<file path="src/rtl/uart_pkg.sv">
// Shared UART definitions: FSM states, oversampling default and frame-length limits.
// Used by both the transmitter and the receiver so the two ends agree on framing.
package uart_pkg;

    localparam int unsigned OVERSAMPLE_DEFAULT = 16;
    localparam logic [3:0]  FRAME_LEN_MIN      = 4'd5;
    localparam logic [3:0]  FRAME_LEN_MAX      = 4'd9;

    typedef enum logic [2:0] {
        IDLE,
        START,
        DATA,
        PARITY,
        STOP
    } uart_state_t;

    function automatic logic [3:0] clamp_frame_length(input logic [3:0] len);
        if (len < FRAME_LEN_MIN) begin
            return FRAME_LEN_MIN;
        end
        if (len > FRAME_LEN_MAX) begin
            return FRAME_LEN_MAX;
        end
        return len;
    endfunction

endpackage

</file>
<file path="src/rtl/uart_bit_timer.sv">
// Oversample counter: bit_end marks the last clock of a bit period.
// It restarts by itself at each bit boundary and is held at zero while clear is high.
module uart_bit_timer import uart_pkg::*; #(
    parameter int unsigned OVERSAMPLE = OVERSAMPLE_DEFAULT
) (
    input  logic clk,
    input  logic rst,
    input  logic clear,
    output logic bit_end
);

    localparam int unsigned CW = $clog2(OVERSAMPLE);

    logic [CW-1:0] count;

    always_ff @(posedge clk) begin
        if (rst || clear || bit_end) begin
            count <= '0;
        end else begin
            count <= count + 1'b1;
        end
    end

    assign bit_end = (count == CW'(OVERSAMPLE - 1));

endmodule

</file>
<file path="src/rtl/uart_transmitter.sv">
// UART transmitter on the 16x-baud clock: start bit, N data bits LSB first,
// optional parity, one or two stop bits. Frame configuration is captured at acceptance.
module uart_transmitter import uart_pkg::*; #(
    parameter int unsigned OVERSAMPLE = OVERSAMPLE_DEFAULT
) (
    input  logic       clk_16bd,
    input  logic       rst,
    input  logic       tx_valid,
    input  logic [8:0] tx_data,
    input  logic       parity,
    input  logic       parity_type,
    input  logic       stop_bits,
    input  logic [3:0] frame_length,
    output logic       Tx,
    output logic       tx_ready,
    output logic       tx_done
);

    uart_state_t state;
    logic [8:0]  shift_reg;
    logic [8:0]  masked_data;
    logic [3:0]  bit_idx;
    logic [3:0]  n_bits;
    logic [3:0]  n_in;
    logic        par_en;
    logic        par_bit;
    logic        two_stop;
    logic        stop_cnt;
    logic        bit_end;
    logic        timer_clear;

    // Bits at or above the clamped length are zeroed so they neither shift out nor affect parity.
    always_comb begin
        n_in        = clamp_frame_length(frame_length);
        masked_data = '0;
        for (int unsigned i = 0; i < 9; i++) begin
            masked_data[i] = tx_data[i] && (i < 32'(n_in));
        end
        timer_clear = (state == IDLE);
    end

    uart_bit_timer #(
        .OVERSAMPLE(OVERSAMPLE)
    ) u_bit_timer (
        .clk    (clk_16bd),
        .rst    (rst),
        .clear  (timer_clear),
        .bit_end(bit_end)
    );

    always_ff @(posedge clk_16bd) begin
        if (rst) begin
            state     <= IDLE;
            Tx        <= 1'b1;
            tx_ready  <= 1'b1;
            tx_done   <= 1'b0;
            shift_reg <= '0;
            bit_idx   <= '0;
            n_bits    <= '0;
            par_en    <= 1'b0;
            par_bit   <= 1'b0;
            two_stop  <= 1'b0;
            stop_cnt  <= 1'b0;
        end else begin
            tx_done <= 1'b0;
            case (state)
                IDLE: begin
                    Tx       <= 1'b1;
                    tx_ready <= 1'b1;
                    if (tx_valid && tx_ready) begin
                        shift_reg <= masked_data;
                        n_bits    <= n_in;
                        par_en    <= parity;
                        par_bit   <= (^masked_data) ^ parity_type;
                        two_stop  <= stop_bits;
                        bit_idx   <= '0;
                        stop_cnt  <= 1'b0;
                        Tx        <= 1'b0;
                        tx_ready  <= 1'b0;
                        state     <= START;
                    end
                end
                START: begin
                    if (bit_end) begin
                        Tx    <= shift_reg[0];
                        state <= DATA;
                    end
                end
                DATA: begin
                    if (bit_end) begin
                        if (bit_idx == n_bits - 4'd1) begin
                            if (par_en) begin
                                Tx    <= par_bit;
                                state <= PARITY;
                            end else begin
                                Tx    <= 1'b1;
                                state <= STOP;
                            end
                        end else begin
                            Tx        <= shift_reg[1];
                            shift_reg <= shift_reg >> 1;
                            bit_idx   <= bit_idx + 4'd1;
                        end
                    end
                end
                PARITY: begin
                    if (bit_end) begin
                        Tx    <= 1'b1;
                        state <= STOP;
                    end
                end
                STOP: begin
                    if (bit_end) begin
                        if (two_stop && !stop_cnt) begin
                            stop_cnt <= 1'b1;
                        end else begin
                            tx_ready <= 1'b1;
                            tx_done  <= 1'b1;
                            state    <= IDLE;
                        end
                    end
                end
                default: begin
                    Tx       <= 1'b1;
                    tx_ready <= 1'b1;
                    state    <= IDLE;
                end
            endcase
        end
    end

endmodule

</file>
<file path="config.mk">
export PLATFORM = sky130hd
export DESIGN_NAME = uart_transmitter
export DESIGN_NICKNAME = d
export VERILOG_FILES = /design/src/rtl/uart_pkg.sv /design/src/rtl/uart_bit_timer.sv /design/src/rtl/uart_transmitter.sv
export SDC_FILE = /design/constraint.sdc
export NUM_CORES = 1
export LEC_CHECK = 0
export BUFFER_PORTS_ARGS = -buffer_cell sky130_fd_sc_hd__buf_4
export CAP_MARGIN = 10
export CORE_UTILIZATION = 30
export CTS_BUF_LIST = sky130_fd_sc_hd__clkbuf_8
export CTS_CLUSTER_DIAMETER = 100
export DETAILED_ROUTE_END_ITERATION = 16
export GPL_TIMING_DRIVEN = 0
export PLACE_DENSITY = 0.58
export SETUP_SLACK_MARGIN = 0.05
export SKIP_LAST_GASP = 1
export SLEW_MARGIN = 5
export SYNTH_ARGS = -nofsm -noshare
export SYNTH_HDL_FRONTEND = slang
export SYNTH_SLANG_ARGS = --single-unit
</file>
<file path="constraint.sdc">
create_clock -name clk_16bd -period 3.4 [get_ports clk_16bd]
set_input_delay 0.17 -clock clk_16bd [delete_from_list [all_inputs] [get_ports clk_16bd]]
set_output_delay 0.17 -clock clk_16bd [all_outputs]
set_load 0.05 [all_outputs]
</file>
==> results of run 1 <==
## final cells by class
type                    count  area (um2)  area share
multi-input cells         154         962       0.489
flip-flops and latches     31         621       0.315
repair buffers             20         150      0.0763
well taps                  70        87.6      0.0445
clock buffers               5        68.8      0.0350
plain buffers              11        43.8      0.0223
inverters                   6        22.5      0.0114
clock inverters             3        12.5     0.00636
## cell usage after synthesis
cell,instances
a2111oi_0,1
a211oi_1,4
a21boi_0,1
a21boi_1,1
a21o_1,3
a21oi_1,12
a21oi_2,1
a221o_1,1
a311oi_1,7
a31oi_1,2
a41oi_1,1
and2_1,1
and3_1,2
buf_2,2
clkbuf_1,9
dfxtp_1,31
ha_1,3
inv_1,6
mux2_4,1
mux2i_1,2
nand2_1,31
nand2b_1,4
nand3_1,8
nand4_1,1
nor2_1,15
nor2b_1,2
nor3_1,14
nor3_4,1
nor3b_1,2
nor3b_2,1
o211ai_1,1
o21a_1,2
o21ai_0,6
o21bai_1,1
o311ai_0,1
o311ai_1,1
o32ai_1,1
o41ai_1,1
or3_1,2
xnor2_1,12
xor2_1,3
xor3_1,1
## worst reg2reg max path: stages, from the launching register on
cell	delay, ps
dfxtp_1	300
clkbuf_1	210
nor3_1	530
nand3_1	450
nand2_1	390
a311oi_1	150
## metal layers
layer / track usage / routed length [um] / vias up / part of all wire
met3: 0.0299 / 174 / 4 / 0.046
met1: 0.188 / 1910 / 696 / 0.50
met5: 0 / 0 / - / 0
met4: 0.0577 / 51 / 0 / 0.013
met2: 0.217 / 1670 / 32 / 0.44
li1: - / - / 772 / -
## cells in the final DEF, fill, tap and decap left out, types with 3 or more instances in the layout
| cell | synthesis | final |
|---|---|---|
| nor3_1 | 14 | 14 |
| xor2_1 | 3 | 3 |
| buf_4 | 0 | 20 |
| a21o_1 | 3 | 3 |
| a21oi_1 | 12 | 12 |
| nand2_1 | 31 | 31 |
| ha_1 | 3 | 3 |
| o21ai_0 | 6 | 6 |
| nor2_1 | 15 | 15 |
| dfxtp_1 | 31 | 31 |
| nand2b_1 | 4 | 4 |
| clkbuf_1 | 9 | 9 |
| a311oi_1 | 7 | 7 |
| xnor2_1 | 12 | 12 |
| nand3_1 | 8 | 8 |
| clkbuf_8 | 0 | 5 |
| a211oi_1 | 4 | 4 |
| inv_1 | 6 | 8 |
## report_power, final
| group | total, mW | switching (mW) | internal, mW | leakage, nW |
|---|---|---|---|---|
| sequential | 0.453 | 0.0334 | 0.420 | 0.254 |
| combinational | 0.366 | 0.213 | 0.153 | 0.433 |
| clock | 0.273 | 0.135 | 0.137 | 0.0505 |
## worst max path at each step
stage / start / slack [ps] / depth (start not counted) / endpoint
after floorplan: n_bits[0] / 1460 / 7 / state[0]
after global placement: state[2] / 1210 / 5 / shift_reg[1]
after detailed placement: state[2] / 1210 / 5 / shift_reg[3]
after CTS: state[2] / 1200 / 5 / shift_reg[3]
after global routing: state[2] / 1020 / 5 / shift_reg[0]
final: state[2] / 1240 / 5 / shift_reg[4]
## kinds of logic after synthesis
kind of cell	Yosys count	share of synthesized area
buf+inv	17	0.0402
compound gates	48	0.202
xor+xnor	16	0.0941
simple gates	84	0.244
fa+ha+maj	3	0.0228
flops	31	0.376
mux	3	0.0212
## metrics by stage
step           setup slack (ps)  cells  area [um2]
2_1_floorplan              1460    202        1650
3_3_place_gp               1210    292        1890
3_5_place_dp               1210    292        1890
4_1_cts                    1200    300        1970
5_1_grt                    1020    300        1970
6_report                   1240    300        1970
==> run metrics, run 1 <==
status complete, no violations; starting density of the core 0.317; crit path capture type flop; final setup vio count 0; final hold slack 147 ps; # port buffers 20; min-delay src parity; Arr. time, crit path 2300 ps; Vias/cell around 5.0; DIE AREA slightly below 0.006 mm2; crit-path leading delay family simple AND/OR/NAND/NOR gates; drt first pass iters 4; Hold Crit Class in2reg; slew at the pin closest to its max-slew limit 561 ps; r2r setup slk 1240 ps; worst vdd ir 0.168 mV; Final Hold Viols 0; sequential share of the synthesized area 0.376; Tcrit/Tclk final 0.636; cell taking the most area after synthesis dfxtp_1; Top Ports 22; H-Tree Level Count 2; CP Max Fanout 10; routability cong. 0.787; reg2reg path depth 5; synthesized instance count 202; vias in the first global route 1376; worst hold path stage count 3; Critical path buffers and inverters 1; # fillers 559; Std-Cell Rows 26; RSZ-0062 raised after global routing no; Post-CTS Hold Buffers 0; f_max 463 MHz; hpwl dp 2810 um; ANT cells 0; startpoint types flop; Clk Latency, worst-skew pair 280 ps; CTS resizes 0; chip height around 76 um; flops & latches, synth 31; Syn Nets 224; Rel. slew slack 0.623; Synth area leaders dfxtp_1 38%, nand2_1 7.1%, xnor2_1 6.4%, nor3_1 4.2%, a311oi_1 3.7%; Critical Path RT 3540 ps; CTS tree done; first-pass GRT wire length 6530 um; crit path time final about 2200 ps; critical-path cell list clkbuf_1, nor3_1, nand3_1, nand2_1, a311oi_1; CP Class reg2reg; leakage power 0.737 nW; CTS root buf clkbuf_8; reg-to-reg endpoint shift_reg[4]; Total Wirelength 3810 um; Area growth, synth to finish 19.3%; gr ovfl total 0; syn_area_per_cell 8.16 um2; core footprint 0.00520 mm2; average wire per standard cell about 13 um; final core utilization 0.378; reg-to-reg critical path startpoint state[2]; Final Total Pwr 1.09 mW; synthesized area 0.00165 mm2; GRT Total Usage 0.140; yosys warns 0; final net count around 250; critical path's slowest cell nor3_1; largest net degree at the start of global routing 11; PwrDens 555 mW/mm2; postcts setup bufs 0; Slowest Stage Delay on Critical Path 530 ps; antenna violations before repair 0; Fin Setup TNS 0 ps; Post-DRT Antenna Nets 0; max cap viols 0; total CTS buffers 5; Min-Delay Endpoint par_en; Residual DRC 0; post-synth top area share 0.376; clk buf depth 2; clk_skew around 3.4 ps; 1st-iter DRT viols 50; Yosys cell types 42; Slew Limit Fails 0; share of layout cells above drive strength 1 0.139; max reg flops 9; Clock Sink Count 31; clk slew on worst S/H paths around 60 ps; via count 1504; Horiz. Die Dim 76.1 um
No activity file was read; power rests on OpenSTA's default activity.
==> inputs of run 2 (changes only) <==
--- a/config.mk
+++ b/config.mk
@@ -5,6 +5,7 @@
 export SDC_FILE = /design/constraint.sdc
 export NUM_CORES = 1
 export LEC_CHECK = 0
+export ABC_AREA = 1
 export BUFFER_PORTS_ARGS = -buffer_cell sky130_fd_sc_hd__buf_4
 export CAP_MARGIN = 10
 export CORE_UTILIZATION = 30
==> constraint.sdc (replaced) <==
create_clock -name clk_16bd -period 2.2 [get_ports clk_16bd]
set_input_delay 0.11 -clock clk_16bd [delete_from_list [all_inputs] [get_ports clk_16bd]]
set_output_delay 0.11 -clock clk_16bd [all_outputs]
set_load 0.05 [all_outputs]
==> run 2 against run 1 <==
Compared with the run above:
- die area up 13%
- largest power group is now combinational cells
- final area up 13%
- register-to-register slack worse by 910 ps
- total power up 140%
- synthesized area up 13%
- non-clock buffer count down 4
- count of clock-buffer cells in the layout up 1
- highest routed layer unchanged
- via count up 16%
- critical endpoint unchanged
- sequential cell count unchanged
- largest cell class unchanged
- maximum frequency up 16%
- setup slack worse by 910 ps
==> run metrics, run 2 <==
status complete, no violations (unchanged); most frequent cell after synthesis nand2_1; crit path capture type flop (unchanged); average wire per standard cell 11.0 um (was 12.7 um); synthesized area 0.00187 mm2 (was 0.00165 mm2); H-Tree Level Count 2 (unchanged); ANT cells 0 (unchanged); Tcrit/Tclk final 0.850 (was 0.636); commonest non-fill, non-tap cell in the layout nand2_1; slew at the pin closest to its max-slew limit 714 ps (was 561 ps); Post-synth ARST share 0 (unchanged); cell taking the most area after synthesis dfxtp_1 (unchanged); CP Depth 14 (was 5); Critical path buffers and inverters 3 (was 1); vias in the first global route 1502 (was 1376); GRT Total Usage 0.142 (was 0.140); ys flop type dfxtp_1 (unchanged); Post-CTS Hold Buffers 0 (unchanged); crit path time final 1870 ps (was 2160 ps); leakage power 0.994 nW (was 0.737 nW); PwrDens 1190 mW/mm2 (was 555 mW/mm2); Horiz. Die Dim 81.0 um (was 76.1 um); CP Class reg2reg (unchanged); final net count 327 (was 251); routability cong. 0.772 (was 0.787); CP dominant cell by count nand2_1; dpl cells 373 (was 292); f_max 535 MHz (was 463 MHz); Register Area 622 um2 (was 621 um2); drt first pass iters 4 (unchanged); Vias/cell 4.60 (was 5.01); Post-DRT Antenna Nets 0 (unchanged); area taken by multi-input logic gates 0.00107 mm2 (was 962 um2); postcts setup bufs 0 (unchanged); clk slew on worst S/H paths 70 ps (was 60 ps); # fillers 643 (was 559); clk buf depth 2 (unchanged); worst vdd ir 0.340 mV (was 0.168 mV); core footprint 0.00596 mm2 (was 0.00520 mm2); Clk Latency, worst-skew pair 290 ps (was 280 ps); # port buffers 19 (was 20); reg2reg path depth 14 (was 5); Residual DRC 0 (unchanged); hpwl dp 3160 um (was 2810 um); worst hold path stage count 3 (unchanged); Syn Nets 301 (was 224); crit-path leading delay family simple AND/OR/NAND/NOR gates (unchanged); CP Max Fanout 10 (unchanged); Yosys cell types 30 (was 42); commonest non-fill, non-tap cells in the layout 72 x nand2_1, 33 x nor2_1, 30 x dfxtp_1, 25 x nand3_1, 23 x inv_1 (was 31 x dfxtp_1, 31 x nand2_1, 20 x buf_4, 15 x nor2_1, 14 x nor3_1); max cap viols 0 (unchanged); final setup vio count 0 (unchanged); 1st-iter DRT viols 100 (was 50); largest net degree at the start of global routing 11 (unchanged); r2r setup slk 330 ps (was 1240 ps); Slowest Stage Delay on Critical Path 350 ps (was 530 ps); Slew Limit Fails 0 (unchanged); synth cell count leaders 72 x nand2_1, 33 x nor2_1, 31 x dfxtp_1, 25 x nand3_1, 23 x inv_1 (was 31 x dfxtp_1, 31 x nand2_1, 15 x nor2_1, 14 x nor3_1); total CTS buffers 5 (unchanged); starting density of the core 0.314 (was 0.317); Area growth, synth to finish 19.0% (was 19.3%); Final Hold Viols 0 (unchanged); Rel. slew slack 0.524 (was 0.623); gr ovfl total 0 (unchanged); share of layout cells above drive strength 1 0.222 (was 0.139); final std cells w/o fill 381 (was 300); Post-synth EDFFs 0 (unchanged); flops & latches, synth 31 (unchanged); critical-path cell list inv_1, ha_1, nand2_1, clkinv_1, nor2_1, nand2_1, nor2_2, nand2_1, nand2_2, nand2_4, nand2_4, buf_12, nand2_1, a21oi_2 (was clkbuf_1, nor3_1, nand3_1, nand2_1, a311oi_1); Synth area leaders dfxtp_1 33%, nand2_1 14%, nand3_1 6.7%, nor2_1 6.6%, a21oi_2 4.7% (was dfxtp_1 38%, nand2_1 7.1%, xnor2_1 6.4%, nor3_1 4.2%, a311oi_1 3.7%); RSZ-0062 raised after global routing no (unchanged); chip height 81.0 um (was 76.1 um); antenna violations before repair 0 (unchanged); CTS root buf clkbuf_8 (unchanged); post-synth top area share 0.332 (was 0.376); sequential share of the synthesized area 0.332 (was 0.376); clk_skew 9.48 ps (was 3.42 ps); via count 1751 (was 1504); Clock Sink Count 31 (unchanged); CTS tree done (unchanged); startpoint types flop (unchanged); first-pass GRT wire length 7000 um (was 6530 um); max reg flops 9 (unchanged); DIE AREA 0.00655 mm2 (was 0.00580 mm2); yosys warns 0 (unchanged); Top Ports 22 (unchanged); Hold Crit Class in2reg (unchanged); Std-Cell Rows 28 (was 26); syn_area_per_cell 6.70 um2 (was 8.16 um2); Total Wirelength 4180 um (was 3810 um); Arr. time, crit path 2090 ps (was 2300 ps); Critical Path RT 2420 ps (was 3540 ps); synthesized instance count 279 (was 202); Fin Setup TNS 0 ps (unchanged); critical path's slowest cell dfxtp_2 (was nor3_1)
-- run 2: cell types whose count changed after synthesis, moves of 7 or more --
cell / before / now
xnor2_1: 12 / 3
nand2_2: 0 / 12
a21oi_2: 1 / 10
inv_1: 6 / 23
nand3_1: 8 / 25
nor2_1: 15 / 33
nor3_1: 14 / 1
nand2_1: 31 / 72
o21ai_0: 6 / 15
a311oi_1: 7 / 0
-- run 2: tightest hold or removal path: stages --
cell and delay (ps):
buf_4 80, o21ai_0 70, a21oi_1 100
-- run 2: final timing paths --
kind | startpoint | endpoint
worst min-delay path | stop_bits | two_stop
worst max register to register | n_bits[0] | shift_reg[4]
worst max-delay path | n_bits[0] | shift_reg[4]
worst min register to register | u_bit_timer.count[0] | u_bit_timer.count[0]
-- run 2: cell families after synthesis --
| logic type | count (synthesis) | synth area share |
|---|---|---|
| and+or+nand+nor | 151 | 0.361 |
| AOI/OAI and AO/OA | 46 | 0.151 |
| buffers and inverters | 39 | 0.0943 |
| DFF | 31 | 0.332 |
| xor gates and xnor gates | 9 | 0.0421 |
| adders and majority gates | 3 | 0.0201 |
-- run 2: what timing repair did --
action / 4_1_cts / 5_1_grt
setup endpoints to repair: 0 / 2
resized for setup: 0 / 1
hold endpoints to repair: 0 / 0
-- run 2: power breakdown --
part | leakage (nW) | internal [mW] | total [mW] | switching, mW
combinational | 0.679 | 0.454 | 1.24 | 0.781
sequential | 0.254 | 0.714 | 0.831 | 0.117
clock | 0.0612 | 0.366 | 0.592 | 0.226
total | 0.994 | 1.53 | 2.66 | 1.12
-- run 2: stage by stage --
stage	hold slack, ps	power, mW	setup WS, ps	cell area [um2]	utilization
floorplan	301	1.81	485	1870	-
global placement	396	2.07	299	2110	0.354
detailed placement	411	2.08	280	2110	0.354
CTS	103	2.67	252	2220	0.374
global route	117	2.89	98.4	2230	0.374
finish	97.0	2.66	330	2230	0.374
-- run 2: routing by layer --
metal / GRT usage / wire (um) / up-vias
li1: - / - / 940
met4: 0.0607 / 88 / 0
met2: 0.224 / 1850 / 33
met1: 0.183 / 2040 / 769
met3: 0.0348 / 197 / 9
met5: 0 / 0 / -
-- run 2: final cells by class --
cell class              instances  share of cell area
multi-input cells             209               0.482
flip-flops and latches         31               0.279
repair buffers                 19              0.0641
inverters                      31              0.0534
well taps                      75              0.0422
clock buffers                   6              0.0371
plain buffers                   8              0.0259
clock inverters                 2              0.0157
